<file path="src/rtl/mipi_rx_pkg.sv">
// mipi_rx_pkg: lane states, LP line encodings and counter widths for the D-PHY RX lane controller
package mipi_rx_pkg;
    typedef enum logic [2:0] {STOP, HS_RQST, HS_PREP, HS_SETTLE, HS_RX, ESC_WAIT} lane_state_t;
    localparam logic [1:0] LP00 = 2'b00;
    localparam logic [1:0] LP01 = 2'b01;
    localparam logic [1:0] LP10 = 2'b10;
    localparam logic [1:0] LP11 = 2'b11;
    localparam int SET_W = 8;
    localparam int TO_W = 10;
endpackage

</file>
<file path="src/rtl/mipi_rx_lane_fsm.sv">
// mipi_rx_lane_fsm: one D-PHY data lane -- LP synchroniser, HS entry/exit FSM, settle and timeout counters
module mipi_rx_lane_fsm
    import mipi_rx_pkg::*;
#(
    parameter int SETTLE_CYC = 6,
    parameter int TO_CYC = 64
) (
    input  logic clk,
    input  logic rst_n,
    input  logic lp_p,
    input  logic lp_n,
    input  logic hs_dis,
    output logic hs_sel,
    output logic hs_valid,
    output logic err_esc,
    output logic err_to
);
    logic [1:0] p_sync, n_sync, lp;
    lane_state_t st, nxt;
    logic [SET_W-1:0] set_cnt;
    logic [TO_W-1:0] to_cnt;
    logic l11, l11_q, exit2, counting, expire, settled;
    logic sel_d, valid_d, esc_d, to_d;

    assign lp = {p_sync[1], n_sync[1]};
    assign l11 = lp == LP11;
    assign exit2 = l11 && l11_q;
    assign counting = st == HS_RQST || st == HS_PREP;
    assign expire = counting && to_cnt >= TO_W'(TO_CYC - 1);
    assign settled = set_cnt >= SET_W'(SETTLE_CYC - 1);

    always_ff @(posedge clk or negedge rst_n) begin
        if (!rst_n) begin
            p_sync   <= '1;
            n_sync   <= '1;
            l11_q    <= 1'b1;
            st       <= STOP;
            set_cnt  <= '0;
            to_cnt   <= '0;
            hs_sel   <= 1'b0;
            hs_valid <= 1'b0;
            err_esc  <= 1'b0;
            err_to   <= 1'b0;
        end else begin
            p_sync   <= {p_sync[0], lp_p};
            n_sync   <= {n_sync[0], lp_n};
            l11_q    <= l11;
            st       <= nxt;
            set_cnt  <= (hs_dis || st != HS_SETTLE) ? '0 : &set_cnt ? set_cnt : set_cnt + SET_W'(1);
            to_cnt   <= (hs_dis || !counting) ? '0 : &to_cnt ? to_cnt : to_cnt + TO_W'(1);
            hs_sel   <= sel_d;
            hs_valid <= valid_d;
            err_esc  <= esc_d;
            err_to   <= to_d;
        end
    end

    // LP-11 exits beat a coinciding timeout; hs_dis overrides everything
    always_comb begin
        nxt = st;
        case (st)
            STOP:      nxt = lp == LP01 ? HS_RQST : lp == LP10 ? ESC_WAIT : STOP;
            HS_RQST:   nxt = (l11 || expire) ? STOP : lp == LP00 ? HS_PREP : lp == LP10 ? ESC_WAIT : HS_RQST;
            HS_PREP:   nxt = (l11 || expire) ? STOP : HS_SETTLE;
            HS_SETTLE: nxt = exit2 ? STOP : settled ? HS_RX : HS_SETTLE;
            HS_RX:     nxt = exit2 ? STOP : HS_RX;
            ESC_WAIT:  nxt = l11 ? STOP : ESC_WAIT;
            default:   nxt = STOP;
        endcase
        if (hs_dis) nxt = STOP;
    end

    always_comb begin
        sel_d   = nxt == HS_SETTLE || nxt == HS_RX;
        valid_d = nxt == HS_RX;
        esc_d   = !hs_dis && lp == LP10 && (st == STOP || (st == HS_RQST && !expire));
        to_d    = !hs_dis && expire && !l11;
    end
endmodule

</file>
<file path="src/rtl/mipi_rx_lane_ctrl.sv">
// mipi_rx_lane_ctrl: LANES independent D-PHY RX lane controllers plus an all-lanes-valid flag
module mipi_rx_lane_ctrl
    import mipi_rx_pkg::*;
#(
    parameter int LANES = 2,
    parameter int SETTLE_CYC = 6,
    parameter int TO_CYC = 64
) (
    input  logic clk,
    input  logic rst_n,
    input  logic [LANES-1:0] lp_p,
    input  logic [LANES-1:0] lp_n,
    input  logic hs_dis,
    output logic [LANES-1:0] hs_sel,
    output logic [LANES-1:0] hs_valid,
    output logic hs_all,
    output logic [LANES-1:0] err_esc,
    output logic [LANES-1:0] err_to
);
    for (genvar g = 0; g < LANES; g++) begin : g_lane
        mipi_rx_lane_fsm #(.SETTLE_CYC(SETTLE_CYC), .TO_CYC(TO_CYC)) u_lane (
            .clk(clk),
            .rst_n(rst_n),
            .lp_p(lp_p[g]),
            .lp_n(lp_n[g]),
            .hs_dis(hs_dis),
            .hs_sel(hs_sel[g]),
            .hs_valid(hs_valid[g]),
            .err_esc(err_esc[g]),
            .err_to(err_to[g])
        );
    end

    assign hs_all = &hs_valid;
endmodule

</file>
<file path="config.mk">
export PLATFORM = sky130hd
export DESIGN_NAME = mipi_rx_lane_ctrl
export DESIGN_NICKNAME = d
export VERILOG_FILES = /design/src/rtl/mipi_rx_pkg.sv /design/src/rtl/mipi_rx_lane_fsm.sv /design/src/rtl/mipi_rx_lane_ctrl.sv
export SDC_FILE = /design/constraint.sdc
export NUM_CORES = 1
export LEC_CHECK = 0
export ABC_AREA = 1
export CAP_MARGIN = 25
export CORE_UTILIZATION = 64
export CTS_CLUSTER_DIAMETER = 60
export DETAILED_ROUTE_END_ITERATION = 10
export HOLD_SLACK_MARGIN = 0.08
export PLACE_DENSITY = 0.86
export SYNTH_ARGS = -nofsm -noshare
export SYNTH_HDL_FRONTEND = slang
export SYNTH_SLANG_ARGS = --single-unit
</file>
<file path="constraint.sdc">
create_clock -name clk -period 2.9 [get_ports clk]
set_input_delay 0.29 -clock clk [delete_from_list [all_inputs] [get_ports clk]]
set_output_delay 0.29 -clock clk [all_outputs]
set_load 0.02 [all_outputs]
</file>
==> results.sh, run 1 <==
export IMPL_clockBufferDepth=2
export IMPL_path_clk_slew_ns=0.06
export IMPL_status="finished, final reports clean"
export IMPL_yosysTopAreaCell="dfrtp_1"
export IMPL_chipWidth_um=73.1
export IMPL_synthArstFlopShare_pct=100
export IMPL_cap_violations=0
export IMPL_initial_utilization_pct=67.6
export IMPL_syn_inst=393
export IMPL_cts_tree="yes"
export IMPL_critPathMaxFanout=5
export IMPL_grt_pass1_wl_mm=10.3
export IMPL_setup_viol_count_final=0
export IMPL_ys_seq_elements=60
export IMPL_dieArea_mm2=0.00534
export IMPL_rows=25
export IMPL_synthFlopType="dfrtp_1"
export IMPL_hp_class="in2reg"
export IMPL_maxSlewHeadroom_pct=53.7
export IMPL_reg2regPathDepth=7
export IMPL_core_mm2=0.00479
export IMPL_syn_area_mm2=0.00323
export IMPL_cp_start_kind="flip-flop"
export IMPL_fin_tns_setup_ns=0
export IMPL_drt_total_wl_mm=6.11
export IMPL_vdd_drop_max_mv=0.329
export IMPL_p_int_mw=1.30
export IMPL_gr_usage_all_layers_pct=25.9
export IMPL_power_switching_uw=454
export IMPL_syn_avg_cell_area_um2=8.23
export IMPL_drv_slew=0
export IMPL_r2r_end="g_lane[1].u_lane.hs_sel$_DFF_PN0_"
export IMPL_r2r_slack_ns=1.13
export IMPL_grt_overflow_total=0
export IMPL_grt_pass1_vias=2426
export IMPL_power_density_mw_per_mm2=487
export IMPL_finClkSkew_ns=0.00625
export IMPL_via_per_inst=5.44
export IMPL_switching_share_pct=25.9
export IMPL_crit_type="reg2reg"
export IMPL_synth_most_common_cell="nand2_1"
export IMPL_hold_viol_final=0
export IMPL_tightest_slew_ns=0.695
export IMPL_gp_congestion=0.942
export IMPL_crit_arrival_ns=2.02
export IMPL_syn2layout_area_growth_pct=11.3
export IMPL_seqPwrFrac_pct=51.1
export IMPL_dp_hpwl_mm=4.41
export IMPL_finalCritPeriodShare_pct=60.9
export IMPL_drive_gt1_share_pct=12.5
export IMPL_ys_warn_count=0
export IMPL_layout_cells_non_filler=484
export IMPL_seq_area_frac_synth_pct=46.8
export IMPL_cts_resized=0
export IMPL_cp_end_kind="flip-flop"
export IMPL_netlist_top_cells_area="dfrtp_1, dfstp_2, nand2_1, inv_1, ha_1"
export IMPL_hold_path_end="g_lane[1].u_lane.p_sync[0]$_DFF_PN1_"
export IMPL_fin_crit_ns=1.77
export IMPL_dp_cells=467
export IMPL_max_freq_ghz=0.566
export IMPL_first_pass_iters=5
export IMPL_power_leakage_nw=1.72
export IMPL_pin_count=16
export IMPL_die_h_um=73.1
export IMPL_clock_latency_ns=0.35
export IMPL_power_frac_clock_pct=37.8
export IMPL_route_detailed_drc=0
export IMPL_yosysUniqueCellTypes=31
export IMPL_final_nets=433
export IMPL_timing_hold_ws_ns=0.354
export IMPL_rsz0062_at_grt="no"
export IMPL_cts_buffers=9
export IMPL_cp_required_ns=3.15
export IMPL_drt_iter0_drc=164
export IMPL_cts_max_level=3
export IMPL_synth_edf_count=0
export IMPL_synth_top_area_share_pct=38.7
export IMPL_final_antenna_net_count=0
export IMPL_min_path_cells=1
export IMPL_vias=2634
export IMPL_synth_fp_nets=414
export IMPL_cts_root_buf="clkbuf_8"
export IMPL_routedWlPerCell_um=12.6
export IMPL_grt_max_degree=32
export IMPL_postPlaceCellArea_mm2=0.00342
export IMPL_final_cell_area_mm2=0.00360
export IMPL_cts_sinks=60
export IMPL_antenna_found_initial=0
export IMPL_synth_commonest_cells="nand2_1, inv_1, dfrtp_1"
export IMPL_comb_power_share_pct=11.1
export IMPL_hp_start="lp_p[1]"
export IMPL_r2r_start="g_lane[1].u_lane.p_sync[1]$_DFF_PN1_"
export IMPL_antenna_cells=0
export IMPL_port_buffers=15
export IMPL_fin_util_pct=75.2
## flip-flops by register name (all words and copies together), names as in the netlist
register,count
g_lane.u_lane.to_cnt,20
g_lane.u_lane.hs_valid,2
g_lane.u_lane.err_to,2
g_lane.u_lane.set_cnt,16
g_lane.u_lane.n_sync,4
g_lane.u_lane.p_sync,4
g_lane.u_lane.st,6
g_lane.u_lane.err_esc,2
g_lane.u_lane.hs_sel,2
g_lane.u_lane.l11_q,2
## metrics by stage
step	setup WS [ns]	power, mW
3_5_place_dp	1.05	1.10
2_1_floorplan	1.44	1.04
6_report	1.13	1.75
5_1_grt	1.02	1.83
4_1_cts	1.18	1.77
3_3_place_gp	1.16	1.09
## worst max-delay path: stages (launching register included)
cell	delay, ns
dfstp_2	0.56
ha_1	0.24
inv_1	0.12
nand4_1	0.13
o21ai_0	0.15
nor2_2	0.16
nand3_1	0.11
o21ai_1	0.20
## cell usage in the layout (no fill, tap or decap), drive strengths merged
master,instances
a211oi,5
a21oi,28
a31oi,4
buf,2
clkbuf,14
clkdlybuf4s50,14
clkinv,4
dfrtp,50
dfstp,10
dlygate4sd3,1
ha,14
inv,59
nand2,77
nand3,32
nand3b,2
nand4,10
nor2,47
nor3,10
o21a,1
o21ai,27
o31ai,1
or2,1
xnor2,1
xor2,3
## per-layer routing
layer,share of wire [%],GRT usage (%),routed length [µm],vias up
met5,0,0,0,-
met4,1.4,11.5,85,0
met3,4.9,10.2,301,12
met2,49,40.7,2990,64
met1,45,31.6,2740,1244
li1,-,-,-,1314
## repair_timing
item                                   CTS  global route
hold buffers                             1             0
setup endpoints to repair                0             0
endpoints found under the hold margin   25             0
setup buffers                            0             0
## cell families after synthesis
kind of cell / Yosys count / synth area share (%)
AOI/OAI and AO/OA: 66 / 11.1
xor gates and xnor gates: 4 / 1.08
adders and majority gates: 14 / 5.42
buffers and inverters: 70 / 9.09
and+or+nand+nor: 179 / 26.4
DFF: 60 / 46.8
## cell type report
| cell class | instances | area (µm²) |
|---|---|---|
| multi-input combinational | 263 | 1430 |
| fill | 369 | 1190 |
| timing repair buffer | 17 | 175 |
| clock buffer | 14 | 163 |
| sequential | 60 | 1510 |
| clock inverter | 2 | 10.0 |
| tap | 67 | 83.8 |
| inverter | 61 | 229 |
## how the worst max path moves through the flow
stage / cells past startpoint / to / from
2_1_floorplan: 7 / g_lane[1].u_lane.hs_sel$_DFF_PN0_ / g_lane[1].u_lane.to_cnt[0]$_DFFE_PN0P_
3_3_place_gp: 6 / g_lane[1].u_lane.to_cnt[2]$_DFFE_PN0P_ / hs_dis
3_5_place_dp: 6 / g_lane[1].u_lane.to_cnt[5]$_DFFE_PN0P_ / hs_dis
4_1_cts: 7 / g_lane[1].u_lane.hs_sel$_DFF_PN0_ / g_lane[1].u_lane.p_sync[1]$_DFF_PN1_
5_1_grt: 9 / g_lane[0].u_lane.hs_sel$_DFF_PN0_ / g_lane[0].u_lane.set_cnt[0]$_DFFE_PN0P_
6_report: 7 / g_lane[1].u_lane.hs_sel$_DFF_PN0_ / g_lane[1].u_lane.p_sync[1]$_DFF_PN1_
## power by group through the flow
stage               Clock [mW]  Sequential [mW]  Combinational (mW)
floorplan                    0            0.903               0.134
global placement             0            0.907               0.186
detailed placement           0            0.908               0.193
CTS                      0.681            0.894               0.196
global route             0.715            0.898               0.221
finish                   0.662            0.895               0.194
Power figures use the tool's default switching activity.
==> run 2, diff against run 1 <==
CORE_UTILIZATION = 54   (was 64)
PLACE_DENSITY = 0.78   (was 0.86)
clock period = 1.45 ns   (was 2.9 ns; I/O delays follow)
==> results.sh, run 2 (synthesized netlist as in run 1, its figures left out) <==
export IMPL_cts_buffers=9
export IMPL_min_path_cells=1
export IMPL_antenna_found_initial=0
export IMPL_drv_slew=0
export IMPL_fin_tns_setup_ns=-0.813
export IMPL_die_h_um=79.4
export IMPL_gp_congestion=0.846
export IMPL_r2r_start="g_lane[0].u_lane.set_cnt[0]$_DFFE_PN0P_"
export IMPL_cts_sinks=60
export IMPL_violations="negative setup slack"
export IMPL_port_buffers=15
export IMPL_drt_total_wl_mm=7.96
export IMPL_setup_ws_ns=-0.139
export IMPL_setup_viol_count_final=12
export IMPL_cap_violations=0
export IMPL_hp_start="lp_p[0]"
export IMPL_cts_tree="yes"
export IMPL_initial_utilization_pct=57.3
export IMPL_largest_reg_flops=20
export IMPL_cts_root_buf="clkbuf_8"
export IMPL_vdd_drop_max_mv=0.750
export IMPL_total_power_mw=4.01
export IMPL_fin_util_pct=78.3
export IMPL_dp_cells=514
export IMPL_rsz0062_at_grt="yes"
export IMPL_reg2regPathDepth=8
export IMPL_dp_hpwl_mm=4.87
export IMPL_power_density_mw_per_mm2=908
export IMPL_critPathMaxFanout=3
export IMPL_multi_input_area_mm2=0.00173
export IMPL_r2r_end="g_lane[0].u_lane.hs_sel$_DFF_PN0_"
export IMPL_grt_max_degree=46
export IMPL_hp_class="in2reg"
export IMPL_cp_required_ns=1.69
export IMPL_power_leakage_nw=2.21
export IMPL_fin_crit_ns=1.59
export IMPL_final_antenna_net_count=0
export IMPL_cp_end_kind="flip-flop"
export IMPL_clockBufferDepth=2
export IMPL_max_freq_ghz=0.629
export IMPL_antenna_cells=0
export IMPL_layout_cells_non_filler=546
export IMPL_final_cell_mix="nand2_1, buf_4, dfrtp_1"
export IMPL_chipWidth_um=79.4
export IMPL_finClkSkew_ns=0.00585
export IMPL_worst_path_most_repeated_cell="nand3_2"
export IMPL_grt_overflow_total=0
export IMPL_path_clk_slew_ns=0.07
export IMPL_vias=2969
export IMPL_syn2layout_area_growth_pct=36.6
export IMPL_grt_pass1_vias=2801
export IMPL_core_mm2=0.00564
export IMPL_drive_gt1_share_pct=37.1
export IMPL_maxSlewHeadroom_pct=73.6
export IMPL_layout_commonest_cell="nand2_1"
export IMPL_regArea_mm2=0.00152
export IMPL_status="finished with violations"
export IMPL_drt_iter0_drc=146
export IMPL_r2r_slack_ns=-0.14
export IMPL_hold_path_end="g_lane[0].u_lane.p_sync[0]$_DFF_PN1_"
export IMPL_crit_arrival_ns=1.83
export IMPL_clock_latency_ns=0.34
export IMPL_cp_start_kind="flip-flop"
export IMPL_cts_max_level=3
export IMPL_tightest_slew_ns=0.396
export IMPL_fillCellCount=355
export IMPL_crit_slowest_cell="dfrtp_1"
export IMPL_reg_top3="g_lane.u_lane.to_cnt x20, g_lane.u_lane.set_cnt x16, g_lane.u_lane.st x6"
export IMPL_hold_viol_final=0
export IMPL_grt_pass1_wl_mm=12.1
export IMPL_first_pass_iters=5
export IMPL_route_detailed_drc=0
export IMPL_final_nets=490
export IMPL_finalCritPeriodShare_pct=110
export IMPL_regMostFlops="g_lane.u_lane.to_cnt"
export IMPL_via_per_inst=5.44
export IMPL_crit_path_max_incr_delay_ns=0.43
export IMPL_pin_count=16
export IMPL_crit_path_cell_trace="buf_4, ha_2, o21ai_2, nand3_1, a21oi_2, nand3_2, nand3_2, nand2_1"
export IMPL_timing_hold_ws_ns=0.207
export IMPL_routedWlPerCell_um=14.6
export IMPL_rows=27
export IMPL_dieArea_mm2=0.00630
export IMPL_crit_type="reg2reg"
export IMPL_gr_usage_all_layers_pct=25.2
-- run 2: cell types whose count changed in the layout (fill, tap and decap cells not counted), sizes merged --
cell	change
inv	+1
bufinv	+2
dlygate4sd2	+1
dlymetal6s2s	+6
clkdlybuf4s50	-7
clkbuf	-3
buf	+57
-- run 2: worst max path at each step --
| stage | depth (start not counted) | to | from | slack, ns |
|---|---|---|---|---|
| 2_1_floorplan | 8 | g_lane[0].u_lane.hs_sel$_DFF_PN0_ | g_lane[0].u_lane.p_sync[1]$_DFF_PN1_ | 0.01 |
| 3_3_place_gp | 8 | g_lane[0].u_lane.hs_sel$_DFF_PN0_ | g_lane[0].u_lane.p_sync[1]$_DFF_PN1_ | -0.11 |
| 5_1_grt | 9 | g_lane[0].u_lane.set_cnt[4]$_DFFE_PN0P_ | g_lane[0].u_lane.set_cnt[0]$_DFFE_PN0P_ | -0.20 |
| 6_report | 8 | g_lane[0].u_lane.hs_sel$_DFF_PN0_ | g_lane[0].u_lane.set_cnt[0]$_DFFE_PN0P_ | -0.14 |
| 3_5_place_dp | 8 | g_lane[0].u_lane.hs_sel$_DFF_PN0_ | g_lane[0].u_lane.p_sync[1]$_DFF_PN1_ | -0.15 |
| 4_1_cts | 10 | g_lane[1].u_lane.hs_sel$_DFF_PN0_ | g_lane[1].u_lane.to_cnt[1]$_DFFE_PN0P_ | -0.04 |
-- run 2: report_power, final --
group	internal (mW)	switching (mW)	leakage (nW)	total, mW
Clock	1.01	0.666	0.113	1.67
Sequential	1.74	0.0552	0.796	1.80
Combinational	0.225	0.312	1.30	0.537
-- run 2: metrics by stage --
step	cell area [µm²]	setup slack [ns]
after global routing	4420	-0.202
after floorplan	3240	0.00950
after detailed placement	3750	-0.152
final	4420	-0.139
after CTS	4150	-0.0352
after global placement	3750	-0.108
-- run 2: layout make-up --
cell class	count	share of cell area, %
clock inverters	5	1.70
repair buffers	74	14.3
well taps	72	2.04
clock buffers	11	3.20
flip-flops and latches	60	34.3
inverters	61	5.30
multi-input cells	263	39.1
-- run 2: repair_timing --
| action | in CTS | in global routing |
|---|---|---|
| endpoints found under the setup margin | 24 | 50 |
| resized for setup | 33 | 64 |
| cloned | 0 | 0 |
| hold buffers | 1 | 0 |
| setup buffers | 7 | 8 |
| endpoints found under the hold margin | 15 | 0 |
| pin swaps | 18 | 28 |
-- run 2: worst max-delay path: cells and delay by family (launching register included) --
kind                       cells  cell delay, ns
DFF                            1            0.43
and+or+nand+nor                4            0.37
AOI/OAI and AO/OA              2            0.32
adders and majority gates      1            0.19
buffers and inverters          1            0.17
-- run 2: per-layer routing --
metal	routed length (µm)	GRT usage [%]
met1	3250	29.3
met2	4050	44.1
met3	436	6.97
met4	221	9.09
met5	0	0
